<file path="src/rtl/pb_gpio_debounce_pkg.sv">
// Shared register-map offsets and small helpers for the PicoBlaze debounced GPIO peripheral.
package pb_gpio_debounce_pkg;

  localparam logic [1:0] GPIO_OFF_STATE = 2'd0;
  localparam logic [1:0] GPIO_OFF_LED   = 2'd1;
  localparam logic [1:0] GPIO_OFF_FLAG  = 2'd2;
  localparam logic [1:0] GPIO_OFF_MASK  = 2'd3;

  // A flag bit being set on the same edge as a firmware clear stays set, so no event is lost.
  function automatic logic [7:0] flag_update(input logic [7:0] flag,
                                             input logic [7:0] set,
                                             input logic [7:0] clr);
    return (flag & ~clr) | set;
  endfunction

  function automatic logic [7:0] reg_read(input logic [1:0] off,
                                          input logic [7:0] st,
                                          input logic [7:0] led,
                                          input logic [7:0] flag,
                                          input logic [7:0] mask);
    logic [7:0] val;
    case (off)
      GPIO_OFF_STATE: val = st;
      GPIO_OFF_LED:   val = led;
      GPIO_OFF_FLAG:  val = flag;
      GPIO_OFF_MASK:  val = mask;
      default:        val = 8'h00;
    endcase
    return val;
  endfunction

endpackage

</file>
<file path="src/rtl/pb_gpio_debounce_bit.sv">
// One switch bit: two-flop synchroniser followed by a mismatch counter that accepts a new level
// after DEBOUNCE_CYCLES consecutive disagreeing cycles.
module gpio_debounce_bit #(
  parameter int DEBOUNCE_CYCLES = 16
) (
  input  logic CLK_IN,
  input  logic RESET_N_IN,
  input  logic pin,
  output logic state,
  output logic change
);

  localparam int CW = $clog2(DEBOUNCE_CYCLES + 1);
  localparam logic [CW-1:0] LAST_CNT = CW'(DEBOUNCE_CYCLES - 1);

  logic          sync1_r;
  logic          sync2_r;
  logic          state_r;
  logic [CW-1:0] cnt_r;
  logic          done_s;

  // change is high in the cycle before the accepting edge so the owner's flag sets with STATE.
  assign done_s = (sync2_r != state_r) && (cnt_r == LAST_CNT);

  // Synchroniser and debounce counter; any agreement with STATE restarts the count.
  always_ff @(posedge CLK_IN or negedge RESET_N_IN) begin
    if (!RESET_N_IN) begin
      sync1_r <= 1'b0;
      sync2_r <= 1'b0;
      state_r <= 1'b0;
      cnt_r   <= '0;
    end else begin
      sync1_r <= pin;
      sync2_r <= sync1_r;
      if (sync2_r == state_r) begin
        cnt_r <= '0;
      end else if (done_s) begin
        cnt_r   <= '0;
        state_r <= sync2_r;
      end else begin
        cnt_r <= cnt_r + CW'(1);
      end
    end
  end

  assign state  = state_r;
  assign change = done_s;

endmodule

</file>
<file path="src/rtl/pb_gpio_debounce.sv">
// PicoBlaze port peripheral: CHANNELS x 8 debounced switches with change flags and masked
// interrupt, plus CHANNELS x 8 LED outputs.
module pb_gpio_debounce
  import pb_gpio_debounce_pkg::*;
#(
  parameter int         CHANNELS        = 1,
  parameter int         DEBOUNCE_CYCLES = 16,
  parameter logic [7:0] BASE_ADDR       = 8'h00
) (
  input  logic                  CLK_IN,
  input  logic                  RESET_N_IN,
  input  logic [7:0]            PORT_ID,
  input  logic                  WRITE_STROBE,
  input  logic                  READ_STROBE,
  input  logic [7:0]            OUT_PORT,
  output logic [7:0]            IN_PORT,
  output logic                  INTERRUPT,
  input  logic                  INTERRUPT_ACK,
  input  logic [8*CHANNELS-1:0] SWITCHES,
  output logic [8*CHANNELS-1:0] LEDS
);

  localparam int NB   = 8 * CHANNELS;
  localparam int NREG = 4 * CHANNELS;

  logic [NB-1:0]       state_s;
  logic [NB-1:0]       change_s;
  logic [NB-1:0]       led_r;
  logic [NB-1:0]       flag_r;
  logic [NB-1:0]       mask_r;
  logic [7:0]          in_port_r;
  logic                evt_r;
  logic                irq_r;
  logic [7:0]          rel_addr_s;
  logic                addr_hit_s;
  logic [1:0]          off_s;
  logic [5:0]          chan_s;
  logic [CHANNELS-1:0] sel_s;
  logic [CHANNELS-1:0] wr_led_s;
  logic [CHANNELS-1:0] wr_flag_s;
  logic [CHANNELS-1:0] wr_mask_s;
  logic [7:0]          rd_data_s;
  logic                unused_s;

  assign unused_s = READ_STROBE;

  for (genvar i = 0; i < NB; i++) begin : g_bit
    gpio_debounce_bit #(.DEBOUNCE_CYCLES(DEBOUNCE_CYCLES)) u_bit (
      .CLK_IN     (CLK_IN),
      .RESET_N_IN (RESET_N_IN),
      .pin        (SWITCHES[i]),
      .state      (state_s[i]),
      .change     (change_s[i])
    );
  end

  // Addresses below BASE_ADDR wrap to large offsets and fall outside the map.
  assign rel_addr_s = PORT_ID - BASE_ADDR;
  assign addr_hit_s = ({1'b0, rel_addr_s} < 9'(NREG));
  assign off_s      = rel_addr_s[1:0];
  assign chan_s     = rel_addr_s[7:2];

  // Per-channel address decode and write enables; STATE writes have no enable.
  always_comb begin
    sel_s     = '0;
    wr_led_s  = '0;
    wr_flag_s = '0;
    wr_mask_s = '0;
    for (int c = 0; c < CHANNELS; c++) begin
      sel_s[c]     = addr_hit_s && (chan_s == 6'(c));
      wr_led_s[c]  = WRITE_STROBE && sel_s[c] && (off_s == GPIO_OFF_LED);
      wr_flag_s[c] = WRITE_STROBE && sel_s[c] && (off_s == GPIO_OFF_FLAG);
      wr_mask_s[c] = WRITE_STROBE && sel_s[c] && (off_s == GPIO_OFF_MASK);
    end
  end

  // Read mux; at most one channel is selected, unmapped addresses give zero.
  always_comb begin
    rd_data_s = 8'h00;
    for (int c = 0; c < CHANNELS; c++) begin
      rd_data_s = rd_data_s | ({8{sel_s[c]}} &
                  reg_read(off_s, state_s[8*c +: 8], led_r[8*c +: 8],
                           flag_r[8*c +: 8], mask_r[8*c +: 8]));
    end
  end

  // Register file, read data and interrupt; the event is registered so INTERRUPT trails FLAG by one edge.
  always_ff @(posedge CLK_IN or negedge RESET_N_IN) begin
    if (!RESET_N_IN) begin
      led_r     <= '0;
      flag_r    <= '0;
      mask_r    <= '0;
      in_port_r <= 8'h00;
      evt_r     <= 1'b0;
      irq_r     <= 1'b0;
    end else begin
      for (int c = 0; c < CHANNELS; c++) begin
        if (wr_led_s[c]) begin
          led_r[8*c +: 8] <= OUT_PORT;
        end
        if (wr_mask_s[c]) begin
          mask_r[8*c +: 8] <= OUT_PORT;
        end
        flag_r[8*c +: 8] <= flag_update(flag_r[8*c +: 8], change_s[8*c +: 8],
                                        {8{wr_flag_s[c]}} & OUT_PORT);
      end
      in_port_r <= rd_data_s;
      evt_r     <= |(change_s & mask_r);
      irq_r     <= evt_r | (irq_r & ~INTERRUPT_ACK);
    end
  end

  assign IN_PORT   = in_port_r;
  assign LEDS      = led_r;
  assign INTERRUPT = irq_r;

endmodule

</file>
<file path="config.mk">
export PLATFORM = sky130hd
export DESIGN_NAME = pb_gpio_debounce
export DESIGN_NICKNAME = d
export VERILOG_FILES = /design/src/rtl/pb_gpio_debounce_pkg.sv /design/src/rtl/pb_gpio_debounce_bit.sv /design/src/rtl/pb_gpio_debounce.sv
export SDC_FILE = /design/constraint.sdc
export NUM_CORES = 1
export LEC_CHECK = 0
export CAP_MARGIN = 5
export CELL_PAD_IN_SITES_DETAIL_PLACEMENT = 1
export CELL_PAD_IN_SITES_GLOBAL_PLACEMENT = 1
export CORE_MARGIN = 3
export CORE_UTILIZATION = 30
export DETAILED_ROUTE_END_ITERATION = 8
export GPL_TIMING_DRIVEN = 0
export PLACE_DENSITY = 0.54
export RECOVER_POWER = 100
export SYNTH_ARGS = -nofsm -noshare
export SYNTH_HDL_FRONTEND = slang
export SYNTH_SLANG_ARGS = --single-unit
export TNS_END_PERCENT = 30
</file>
<file path="constraint.sdc">
create_clock -name CLK_IN -period 2.8 [get_ports CLK_IN]
set_input_delay 0.84 -clock CLK_IN [delete_from_list [all_inputs] [get_ports CLK_IN]]
set_output_delay 0.84 -clock CLK_IN [all_outputs]
set_load 0.1 [all_outputs]
</file>
# After elaboration in Yosys (flattened, before gate mapping)
# Index checks and enable logic that the tools add are counted.
# Widths: inputs -> output; s select.
# totals
ff_bits	98
in_bits	29
output_inout_bits	17
wordCells	132
# classes
add_sub_neg	8
order_cmp	1
n_eq_ne	27
mux	17
n_bitwise	17
n_reduce_logical	24
# op_table
op	n
$mux 5	16
$add 5x1->5 const B	8
$eq 5x4->1 const B	8
$and 8x8->8	4
$pmux 8 s4	1
$reduce_and 2->1	8
$logic_and 1x1->1	13
$not 1->1	9
$eq 1x1->1	8
$lt 8x3->1 const B	1
$ne 1x1->1	8
$not 8->8	1
$or 8x8->8	1
$reduce_or 8->1	1
$logic_not 6->1	1
$eq 2x2->1 const B	2
$eq 2x1->1 const B	1
$logic_not 2->1	1
$and 1x1->1	1
$or 1x1->1	1

# Depth between registers and ports, before layout
# depth
ltp_word	8
depth_mapped	6

# Cells and area by module
# Synthesis repeated with hierarchy kept, for this count alone.
# hier_totals
cells_unflattened	308
hier_area_um2	4157.7
# modules_own_cells
mod	instances	cells_per_inst	area_per_inst_um2
gpio_debounce_bit	8	25	322.8
pb_gpio_debounce	1	108	1575.3

# Worst setup path before layout
# OpenSTA, ideal clock, no wires.
# synth_path
path_type	input port to flip-flop
from	input port PORT_ID[5]
to	register mask_r[0]
setup_ns	0.125
arrival_time_ns	2.494
required_ns	2.675
setup_slack_ns	0.181
stages	6
path_buffers	2
cell_sequence	or4_4 -> or2_1 -> buf_6 -> or3_1 -> buf_6 -> mux2_4
# synth_via
elab_chain_len	4
word_cells_on_any_way	5
# synth_lines
item	line_no	text
start: declaration	pb_gpio_debounce.sv:12	input logic [7:0] PORT_ID,
$lt 8x3->1 / $logic_not 6->1 (equally long branches)	pb_gpio_debounce.sv:59, pb_gpio_debounce.sv:70	
$logic_and 1x1->1 (*)	pb_gpio_debounce.sv:70	sel_s[c] = addr_hit_s && (chan_s == 6'(c));
$logic_and 1x1->1 (*) (2 in series)	pb_gpio_debounce.sv:73	wr_mask_s[c] = WRITE_STROBE && sel_s[c] && (off_s == GPIO_OFF_MASK);
end signal: assignment	pb_gpio_debounce.sv:92	mask_r <= '0;
end signal: indexed assignment	pb_gpio_debounce.sv:102	mask_r[8*c +: 8] <= OUT_PORT;
end: declaration	pb_gpio_debounce.sv:30	logic [NB-1:0] mask_r;
# Every way passes the cells marked *; elsewhere a longest branch is shown, timed or not.
# A chain may end at the register's enable or synchronous reset.

# Worst setup path in the final report
# layout_path
from	input port PORT_ID[5]
to	register mask_r[5]
# The elaborated chain is that of the path after synthesis.

==> metrics.txt <==
Setup crit end=mask_r[5]; Synth Area in Simple Gates=0.124; total grt overflow=0; Pins Over Slew Limit=0; Initial Util=0.309; post-route ant nets=0; first-pass GRT wire length=13300 µm; Least-Margin Pin Slew=1.27 ns; layout cells sized above 1=0.179; global placement routability congestion=0.684; synth top area cells=dfrtp_1 (62%), mux2_2 (4.6%), mux4_2 (4.6%); crit-path max FO=8; Vert. Die Dim=121 µm; Global Route Usage Sum=0.120; setup slack, reg-to-reg=1.04 ns; via count=2342; initial antenna violation count=0; CTS clk-pin slew, worst paths=0.07 ns; Synth top area share=0.623; setup TNS=0 ns; run status=completed; Ys Warns=0; DPL Wire Length=5480 µm; Iter 0 DRT Violations=95; vias in the first global route=2559; Setup WS pre-CTS=-0.640 ns; final-report hold violation count=0; Hold Slack=0.348 ns; final number of setup-violating endpoints=0; die width=121 µm; Clock Tree Root=clkbuf_16; die area=14500 µm²; Post-Synth XOR/XNOR Area=0.0623; Max-Cap Viols=0; Slew Limit Headroom=0.156; reg-to-reg endpoint=g_bit[0].u_bit.state; Cells after Synth=286; Setup WS post-layout=0.0513 ns; Synth cell types=30; Inst Count DP=504; Vias/cell=4.47; Sink Count=98; insertion delay to the later sink of the worst-skew pair=0.35 ns; crit path time final=2.75 ns; mux share of post-synthesis cell area=0.122; n_diodes=0; leak pwr=0.00239 µW; Ports=46; syn avg cell area=13.8 µm²; period utilisation layout=0.982; commonest non-fill, non-tap cell in the layout=dfrtp_1; CTS tree=done; CP startpoint kind=input pin; commonest non-fill, non-tap cells in the layout=dfrtp_1 (98), clkdlybuf4s50_1 (27), nor2_1 (24); Syn Std Cell Area=3930 µm²; NumNets Final=384; Yosys reg bits=98; WL/cell=15.1 µm; Hold Crit Class=flop to flop; drt drc=0; adder-cell share of the synthesized area=0.0254; f_max=364 MHz; Synth Area in Compound Gates=0.0299; Worst Reg-to-Reg Cells=3; WP data arrival=2.98 ns; largest family of logic cells by synthesized area=simple AND/OR/NAND/NOR gates; Reg-to-Reg Start=g_bit[0].u_bit.state; Seq/Total Area, Yosys=0.623; floorplan row count=41; Final Util=0.392; worst vdd rail ir drop=0.329 mV; Layout area overhead=26.7%; Setup CP Type=input pin to flop; Synth Net Count=323; port bufs=44; clk_skew=0.00852 ns; final std cells w/o fill=524; core area=12700 µm²; DR pass1 iterations=3; pwr dens=623 nW/µm²; largest net degree at the start of global routing=52; unrepaired setup endpoints after global routing=no; Worst setup startpoint=PORT_ID[5]; post-detailed-routing wire length=7900 µm; Clock Path Buffers=2; Clock H-tree levels=3; area leader, netlist=dfrtp_1; cts bufs inserted=9; register area=2450 µm²; area of the multi-input gates=1440 µm²; Critical Path Sink Type=flop; Critical Path RT=3.03 ns; fillers=1375
-- synth_stat cells --
library cell and number:
dfrtp_1 98, nor2_1 24, mux2_2 16, nand3_1 16, nor3_1 16, xnor2_1 16, nand2_1 13, xor2_1 12
a21o_1 9, ha_1 8, mux2_4 8, mux4_2 8, and2b_1 7, inv_1 5, a22oi_1 4, and3_1 4
nor2b_1 4, o21ai_0 4, buf_6 2, clkbuf_1 2, and2_1 1, and2b_2 1, nand2b_1 1, nand4_1 1
nor4_1 1, nor4b_4 1, or2_1 1, or2_2 1, or3_1 1, or4_4 1
-- critical path, stage by stage --
cell and delay, ns:
clkdlybuf4s50_1 0.39, or4_4 0.54, or2_1 0.25, buf_6 0.13, or3_1 0.36, buf_6 0.17
mux2_4 0.30
-- kinds of logic after synthesis --
| kind of cell | Yosys count |
|---|---|
| adders and majority gates | 8 |
| xor gates and xnor gates | 28 |
| buffers and inverters | 9 |
| DFF | 98 |
| muxes | 32 |
| AOI/OAI and AO/OA | 17 |
| and+or+nand+nor | 94 |
-- sequential cells by signal, summed over array words and instances (netlist names) --
signal               flops
g_bit.u_bit.cnt_r       40
IN_PORT                  8
LEDS                     8
flag_r                   8
g_bit.u_bit.state        8
g_bit.u_bit.sync1_r      8
g_bit.u_bit.sync2_r      8
mask_r                   8
INTERRUPT                1
evt_r                    1
-- routing by layer --
layer	GRT usage	wire [µm]	vias to the layer above
met5	0	0	-
met4	0.0446	120	0
met3	0.0463	299	7
met2	0.191	3900	32
met1	0.149	3580	1194
li1	-	-	1109
-- worst min path at each step --
stage / endpoint / startpoint / cells after the start
3_3_place_gp: g_bit[4].u_bit.sync2_r / g_bit[4].u_bit.sync1_r / 0
5_1_grt: g_bit[7].u_bit.sync2_r / g_bit[7].u_bit.sync1_r / 0
6_report: g_bit[0].u_bit.sync2_r / g_bit[0].u_bit.sync1_r / 0
2_1_floorplan: g_bit[0].u_bit.sync2_r / g_bit[0].u_bit.sync1_r / 0
3_5_place_dp: g_bit[0].u_bit.sync2_r / g_bit[0].u_bit.sync1_r / 0
4_1_cts: g_bit[0].u_bit.sync2_r / g_bit[0].u_bit.sync1_r / 0
-- what timing repair did --
action	in CTS	in global routing
pin swaps	1	2
setup buffers	2	2
hold buffers	0	0
setup endpoints to repair	8	16
gates resized for setup	0	3
-- stage by stage --
step | cell area [µm²] | power [µW]
global placement | 4590 | 1760
CTS | 4990 | 3170
finish | 4990 | 3110
detailed placement | 4630 | 1760
floorplan | 3930 | 1650
global route | 4990 | 3240
-- final cells by class --
class                           instances  share of cell area
Timing Repair Buffer                   50              0.0984
Sequential cell                        98               0.492
Multi-Input combinational cell        179               0.289
Clock buffer                           12              0.0535
Inverter                                5             0.00376
Clock inverter                          4              0.0146
Tap cell                              172              0.0432
Buffer                                  4             0.00627
-- where the power goes --
group / total (µW) / leakage [µW] / switching, µW / internal, µW
logic: 222 / 0.000919 / 126 / 95.8
clock network: 1380 / 0.000165 / 528 / 854
registers: 1500 / 0.00131 / 36.4 / 1470
No activity file was read; power rests on OpenSTA's default activity.
